--- src/rtl/video_pkg.sv ---
// Shared definitions for the video output stage: pixel modes and default geometry.
package video_pkg;

  typedef enum logic [1:0] {
    MODE_PASS = 2'd0,
    MODE_INV  = 2'd1,
    MODE_BIN  = 2'd2,
    MODE_PAT  = 2'd3
  } mode_e;

  localparam int DW_DEF     = 8;
  localparam int H_DISP_DEF = 640;
  localparam int V_DISP_DEF = 480;

endpackage

--- src/rtl/frame_geo_chk.sv ---
// Frame geometry checker: column/line/frame counters and sticky geo_err.
// Counter outputs for the test pattern exist only with VIDEO_OUT_PATTERN_EN.
module frame_geo_chk import video_pkg::*; #(
  parameter int H_DISP = H_DISP_DEF,
  parameter int V_DISP = V_DISP_DEF,
  parameter int CW     = 16
) (
  input  logic          clk,
  input  logic          rst,
  input  logic          de,
  input  logic          boundary,
  input  logic          ch_switch,
`ifdef VIDEO_OUT_PATTERN_EN
  output logic [CW-1:0] col_cnt,
  output logic [CW-1:0] line_cnt,
`endif
  output logic [15:0]   frame_cnt,
  output logic          geo_err
);

  logic          de_prev_q, de_prev_d;
  logic [CW-1:0] col_q, col_d;
  logic [CW-1:0] line_q, line_d;
  logic [15:0]   frame_q, frame_d;
  logic          err_q, err_d;
  logic          armed_q, armed_d;
  logic          de_fall;

  always_comb begin
    de_prev_d = de;
    col_d     = col_q;
    line_d    = line_q;
    frame_d   = frame_q;
    err_d     = err_q;
    armed_d   = armed_q;
    de_fall   = de_prev_q & ~de;

    if (de) col_d = col_q + 1'b1;
    if (de_fall) begin
      col_d  = '0;
      line_d = line_q + 1'b1;
      if (col_q != CW'(H_DISP)) err_d = 1'b1;
    end

    // A line ending on the boundary cycle belongs to the new frame.
    if (boundary) begin
      if (armed_q && (frame_q != '0) && (line_q != CW'(V_DISP))) err_d = 1'b1;
      line_d  = de_fall ? CW'(1) : '0;
      frame_d = frame_q + 1'b1;
      armed_d = ~ch_switch;
    end
  end

  always_ff @(posedge clk or posedge rst) begin
    if (rst) begin
      de_prev_q <= 1'b0;
      col_q     <= '0;
      line_q    <= '0;
      frame_q   <= '0;
      err_q     <= 1'b0;
      armed_q   <= 1'b0;
    end else begin
      de_prev_q <= de_prev_d;
      col_q     <= col_d;
      line_q    <= line_d;
      frame_q   <= frame_d;
      err_q     <= err_d;
      armed_q   <= armed_d;
    end
  end

`ifdef VIDEO_OUT_PATTERN_EN
  assign col_cnt  = col_q;
  assign line_cnt = line_q;
`endif
  assign frame_cnt = frame_q;
  assign geo_err   = err_q;

endmodule

--- src/rtl/video_out_sel.sv ---
// Output stage: per-frame stream select + pixel mode, grey-to-RGB, geometry check.
// Mode 3 is a col^line test pattern with VIDEO_OUT_PATTERN_EN, else white.
module video_out_sel import video_pkg::*; #(
  parameter int DW     = DW_DEF,
  parameter int N_CH   = 3,
  parameter int SW     = 2,
  parameter int H_DISP = H_DISP_DEF,
  parameter int V_DISP = V_DISP_DEF
) (
  input  logic               clk,
  input  logic               rst,
  input  logic [N_CH-1:0]    ch_de,
  input  logic [N_CH-1:0]    ch_hsync,
  input  logic [N_CH-1:0]    ch_vsync,
  input  logic [N_CH*DW-1:0] ch_data,
  input  logic [SW-1:0]      sel_in,
  input  logic [1:0]         mode_in,
  input  logic [DW-1:0]      thresh_in,
  output logic               VGA_hsync,
  output logic               VGA_vsync,
  output logic               VGA_de,
  output logic [3*DW-1:0]    VGA_data,
  output logic [SW-1:0]      sel_active,
  output logic [15:0]        frame_cnt,
  output logic               geo_err
);

  logic [SW-1:0]   sel_q, sel_d;
  mode_e           mode_q, mode_d;
  logic [DW-1:0]   thresh_q, thresh_d;
  logic            vs_prev_q, vs_prev_d;
  logic            boundary, ch_switch;

  logic            s1_de_q, s1_de_d, s1_hs_q, s1_hs_d, s1_vs_q, s1_vs_d;
  logic [DW-1:0]   s1_data_q, s1_data_d, s1_thresh_q, s1_thresh_d;
  mode_e           s1_mode_q, s1_mode_d;

  logic            vga_de_q, vga_de_d, vga_hs_q, vga_hs_d, vga_vs_q, vga_vs_d;
  logic [3*DW-1:0] vga_data_q, vga_data_d;
  logic [DW-1:0]   g;

`ifdef VIDEO_OUT_PATTERN_EN
  logic [15:0]     col_cnt, line_cnt;
  logic [DW-1:0]   s1_pat_q, s1_pat_d;
`endif

  always_comb begin
    sel_d    = sel_q;
    mode_d   = mode_q;
    thresh_d = thresh_q;
    boundary = ch_vsync[sel_q] & ~vs_prev_q;
    if (boundary) begin
      if (int'(sel_in) < N_CH) sel_d = sel_in;
      mode_d   = mode_e'(mode_in);
      thresh_d = thresh_in;
    end
    ch_switch = boundary && (sel_d != sel_q);
    // Track the channel that will be active next so a switch cannot fake an edge.
    vs_prev_d = ch_vsync[sel_d];

    s1_de_d     = ch_de[sel_q];
    s1_hs_d     = ch_hsync[sel_q];
    s1_vs_d     = ch_vsync[sel_q];
    s1_data_d   = ch_data[int'(sel_q)*DW +: DW];
    s1_mode_d   = mode_q;
    s1_thresh_d = thresh_q;
`ifdef VIDEO_OUT_PATTERN_EN
    s1_pat_d    = col_cnt[DW-1:0] ^ line_cnt[DW-1:0];
`endif
  end

  always_comb begin
    g = s1_data_q;
    case (s1_mode_q)
      MODE_PASS: g = s1_data_q;
      MODE_INV:  g = ~s1_data_q;
      MODE_BIN:  g = (s1_data_q >= s1_thresh_q) ? '1 : '0;
`ifdef VIDEO_OUT_PATTERN_EN
      MODE_PAT:  g = s1_pat_q;
`else
      MODE_PAT:  g = '1;
`endif
    endcase
    vga_de_d   = s1_de_q;
    vga_hs_d   = s1_hs_q;
    vga_vs_d   = s1_vs_q;
    vga_data_d = s1_de_q ? {3{g}} : '0;
  end

  always_ff @(posedge clk or posedge rst) begin
    if (rst) begin
      sel_q       <= '0;
      mode_q      <= MODE_PASS;
      thresh_q    <= '0;
      vs_prev_q   <= 1'b0;
      s1_de_q     <= 1'b0;
      s1_hs_q     <= 1'b0;
      s1_vs_q     <= 1'b0;
      s1_data_q   <= '0;
      s1_mode_q   <= MODE_PASS;
      s1_thresh_q <= '0;
`ifdef VIDEO_OUT_PATTERN_EN
      s1_pat_q    <= '0;
`endif
      vga_de_q    <= 1'b0;
      vga_hs_q    <= 1'b0;
      vga_vs_q    <= 1'b0;
      vga_data_q  <= '0;
    end else begin
      sel_q       <= sel_d;
      mode_q      <= mode_d;
      thresh_q    <= thresh_d;
      vs_prev_q   <= vs_prev_d;
      s1_de_q     <= s1_de_d;
      s1_hs_q     <= s1_hs_d;
      s1_vs_q     <= s1_vs_d;
      s1_data_q   <= s1_data_d;
      s1_mode_q   <= s1_mode_d;
      s1_thresh_q <= s1_thresh_d;
`ifdef VIDEO_OUT_PATTERN_EN
      s1_pat_q    <= s1_pat_d;
`endif
      vga_de_q    <= vga_de_d;
      vga_hs_q    <= vga_hs_d;
      vga_vs_q    <= vga_vs_d;
      vga_data_q  <= vga_data_d;
    end
  end

  frame_geo_chk #(
    .H_DISP (H_DISP),
    .V_DISP (V_DISP),
    .CW     (16)
  ) u_geo (
    .clk       (clk),
    .rst       (rst),
    .de        (ch_de[sel_q]),
    .boundary  (boundary),
    .ch_switch (ch_switch),
`ifdef VIDEO_OUT_PATTERN_EN
    .col_cnt   (col_cnt),
    .line_cnt  (line_cnt),
`endif
    .frame_cnt (frame_cnt),
    .geo_err   (geo_err)
  );

  assign VGA_de     = vga_de_q;
  assign VGA_hsync  = vga_hs_q;
  assign VGA_vsync  = vga_vs_q;
  assign VGA_data   = vga_data_q;
  assign sel_active = sel_q;

endmodule

--- config.mk ---
export PLATFORM = sky130hd
export DESIGN_NAME = video_out_sel
export DESIGN_NICKNAME = d
export VERILOG_FILES = /design/src/rtl/video_pkg.sv /design/src/rtl/frame_geo_chk.sv /design/src/rtl/video_out_sel.sv
export SDC_FILE = /design/constraint.sdc
export NUM_CORES = 1
export LEC_CHECK = 0
export CELL_PAD_IN_SITES_DETAIL_PLACEMENT = 1
export CELL_PAD_IN_SITES_GLOBAL_PLACEMENT = 1
export CORE_AREA = 2 2 93 140
export CTS_CLUSTER_SIZE = 14
export DETAILED_ROUTE_END_ITERATION = 8
export DIE_AREA = 0 0 95 142
export PLACE_DENSITY_LB_ADDON = 0.1
export SLEW_MARGIN = 40
export SYNTH_ARGS = -nofsm -noshare
export SYNTH_HDL_FRONTEND = slang
export SYNTH_SLANG_ARGS = --single-unit
export TNS_END_PERCENT = 1
--- constraint.sdc ---
create_clock -name clk -period 4.81 [get_ports clk]
set_clock_uncertainty 0.2 [all_clocks]
set_input_delay 1.443 -clock clk [delete_from_list [all_inputs] [get_ports clk]]
set_output_delay 1.443 -clock clk [all_outputs]
set_load 0.005 [all_outputs]
==> results.sh <==
export IMPL_p_leak_nw=2.552
export IMPL_cpLargestDelayFamily="flip-flops"
export IMPL_ff2ff_path_depth=5
export IMPL_dp_cells=674
export IMPL_synth_compound_area_frac=0.1030
export IMPL_cp_start_kind="flop"
export IMPL_min_path_cells=0
export IMPL_wl_mm=12.88
export IMPL_hpwl_mm=9.441
export IMPL_slew_viol_final=0
export IMPL_worstPathArrival_ns=1.73
export IMPL_io_pins=93
export IMPL_drc=0
export IMPL_wl_per_cell_um=18.69
export IMPL_die_area_mm2=0.01349
export IMPL_clock_sinks=95
export IMPL_path_depth=1
export IMPL_r2r_end="u_geo.line_q[9]"
export IMPL_start_util=0.3912
export IMPL_fill_cells=1367
export IMPL_seq_area_frac_synth=0.4931
export IMPL_vias_per_cell=5.441
export IMPL_ant_nets=0
export IMPL_drt_pass1_iter_count=4
export IMPL_netlist_instances=462
export IMPL_hp_class="reg -> reg"
export IMPL_slew_headroom=0.5318
export IMPL_synth_edff_count=0
export IMPL_p_comb_frac=0.369
export IMPL_clk_latency_ns=0.34
export IMPL_antenna_found_initial=0
export IMPL_synth_common_cells="95 x dfrtp_1, 31 x inv_1, 30 x nand2_1"
export IMPL_gr_usage_all_layers=0.2034
export IMPL_max_cap_viol_count=0
export IMPL_yosys_area_share_simple=0.1599
export IMPL_grt_max_degree=50
export IMPL_post_route_min_period_ns=3.370
export IMPL_async_flop_share=1.000
export IMPL_die_w_um=95
export IMPL_fp_row_count=50
export IMPL_yosysWarnings=0
export IMPL_yosysMostFrequentCell="dfrtp_1"
export IMPL_ys_ff_latch=95
export IMPL_crit_buf_inv=1
export IMPL_grt_use_met2=0.3837
export IMPL_yosysTopAreaCell="dfrtp_1"
export IMPL_vias=3749
export IMPL_clockBufferDepth=2
export IMPL_ys_types=52
export IMPL_syn_to_final_growth_pct=26.21
export IMPL_cts_buffers=9
export IMPL_fin_cells=689
export IMPL_cp_data_required_time_ns=3.17
export IMPL_worst_slew_pin_slew_ns=0.7015
export IMPL_r2r_start="sel_active[1]"
export IMPL_outcome="finished clean"
export IMPL_grt_pass1_vias=3995
export IMPL_numPortBuffers=92
export IMPL_whs_ns=0.1600
export IMPL_grt_busiest_layer="met2"
export IMPL_cts_hold_buf=0
export IMPL_power_mw=3.453
export IMPL_path_clk_slew_ns=0.07
export IMPL_first_iter_violations=121
export IMPL_cpPeakStageDelay_ns=0.75
export IMPL_met3_usage=0.03125
export IMPL_cp_cell_sequence="clkdlybuf4s50_1"
export IMPL_yosys_area_share_adder=0.03634
export IMPL_setup_viol=0
export IMPL_synth_xor_area_frac=0.04905
export IMPL_synthMuxAreaShare=0.08331
export IMPL_cp_slowest_cell="dfrtp_1"
export IMPL_post_cts_buffers=0
export IMPL_ys_flop_type="dfrtp_1"
export IMPL_die_height_um=142
export IMPL_coreArea_mm2=0.01232
export IMPL_syn_nets=523
export IMPL_synth_area_leaders="dfrtp_1 49%, mux2i_1 4.8%, ha_1 3.6%"
export IMPL_period_share=0.7007
export IMPL_overflow=0
export IMPL_gp_congestion=0.8078
export IMPL_netlist_area_leader_share=0.4931
export IMPL_p_per_area_mw_per_mm2=567.4
export IMPL_layout_drive_gt1_share=0.07880
export IMPL_grt_first_pass_wirelength_mm=20.96
export IMPL_synth_area_mm2=0.004821
export IMPL_p_sw_mw=1.248
export IMPL_crit_type="reg -> out"
export IMPL_intPower_mw=2.204
export IMPL_regToRegSetupSlack_ns=2.26
export IMPL_finalHoldViolCount=0
export IMPL_worst_setup_path_end_kind="output port"
export IMPL_cts_tree="built"
export IMPL_nNetsFinal=590
export IMPL_netSwitchingFraction=0.3616
export IMPL_setup_tns_ns=0
export IMPL_cts_resized=0
export IMPL_fmax_mhz=296.7
export IMPL_grt_use_met1=0.2293
export IMPL_cts_root_buf="clkbuf_16"
export IMPL_synth_top_family_by_area="simple AND/OR/NAND/NOR gates"
export IMPL_peakVddDrop_v=0.0002091
export IMPL_ctsHtreeMaxLevel=3
export IMPL_cp_max_fo=18
export IMPL_n_antenna_cell=0
export IMPL_worstHoldEndpoint="VGA_hsync"
export IMPL_postSynthAreaPerCell_um2=10.43
export IMPL_rsz0062_at_grt="false"
export IMPL_p_clk_frac=0.229
export IMPL_min_delay_start="s1_hs_q"
export IMPL_pwr_share_seq=0.403
flip-flops by register name (all words and copies together), names as in the netlist, 2 cells and up:
signal	flops
sel_active	2
s1_thresh_d	8
u_geo.line_q	16
s1_thresh_q	8
u_geo.frame_cnt	16
u_geo.col_q	16
mode_q	2
s1_data_q	8
s1_mode_q	2
VGA_data	8
cell families (layout without fill, tap and decap cells):
| kind of cell | Yosys count | after routing |
|---|---|---|
| AND/OR/NAND/NOR | 140 | 140 |
| flip-flops | 95 | 95 |
| AO/OA/AOI/OAI | 76 | 76 |
| buffers and inverters | 72 | 143 |
| multiplexers | 38 | 38 |
| XOR/XNOR | 27 | 27 |
| adder cells (fa/ha/maj) | 14 | 14 |
layer usage:
| metal | up-vias | wire length, µm |
|---|---|---|
| met1 | 1893 | 4973 |
| met3 | 16 | 343 |
| met4 | 0 | 254 |
| met5 | - | 0 |
| met2 | 73 | 7304 |
| li1 | 1767 | - |
power by group through the flow:
stage | combinational, mW | sequential [mW] | clock [mW]
after floorplan | 0.933 | 1.22 | 0
after global placement | 1.24 | 1.39 | 0
after detailed placement | 1.29 | 1.40 | 0
after CTS | 1.30 | 1.39 | 0.809
after global routing | 1.43 | 1.43 | 0.845
final | 1.27 | 1.39 | 0.790
how the worst max path moves through the flow:
stage / end / from / slack (ns)
3_5_place_dp: u_geo.frame_cnt[1] / ch_vsync[1] / 1.17
6_report: sel_active[0] / sel_active[0] / 1.44
5_1_grt: sel_active[0] / sel_active[0] / 1.38
4_1_cts: sel_active[1] / sel_active[1] / 1.24
2_1_floorplan: VGA_data[15] / rst / 0.69
3_3_place_gp: s1_thresh_d[4] / ch_vsync[1] / 1.21
stage by stage:
stage / utilization / setup WS (ns) / area, µm²
2_1_floorplan: - / 0.6900 / 4821
3_3_place_gp: 0.4664 / 1.206 / 5748
3_5_place_dp: 0.4667 / 1.172 / 5752
4_1_cts: 0.4936 / 1.242 / 6083
5_1_grt: 0.4937 / 1.379 / 6085
6_report: 0.4937 / 1.440 / 6085
final cells by class:
cell class | instances | area, µm² | area share
inverter | 31 | 121.4 | 0.01995
tap | 156 | 195.2 | 0.03208
timing repair buffer | 97 | 970.9 | 0.1596
multi-input combinational | 295 | 2087 | 0.3430
clock inverter | 3 | 65.06 | 0.01069
sequential | 95 | 2379 | 0.3909
clock buffer | 12 | 266.5 | 0.04380
placed cells by master, fill, tap and decap left out, types with 3 or more instances in the layout:
master / count
buf_4: 4
o21bai_1: 4
ha_1: 14
a31oi_1: 3
inv_1: 30
clkbuf_8: 3
and3_1: 3
nor4b_1: 6
o21ai_0: 20
mux2i_1: 22
xnor2_1: 7
nand4_1: 12
xor2_1: 20
nor2_1: 15
o211ai_1: 4
dfrtp_1: 94
mux2_2: 14
nand3_1: 11
clkdlybuf4s50_1: 92
nor4_1: 13
nand2_1: 30
nor3_1: 21
and4_1: 6
or4_1: 5
clkbuf_16: 9
or3_1: 3
o31ai_1: 9
nor3b_1: 4
and2_1: 3
a21oi_1: 16
Note: power is estimated with default switching activity, not from simulation.
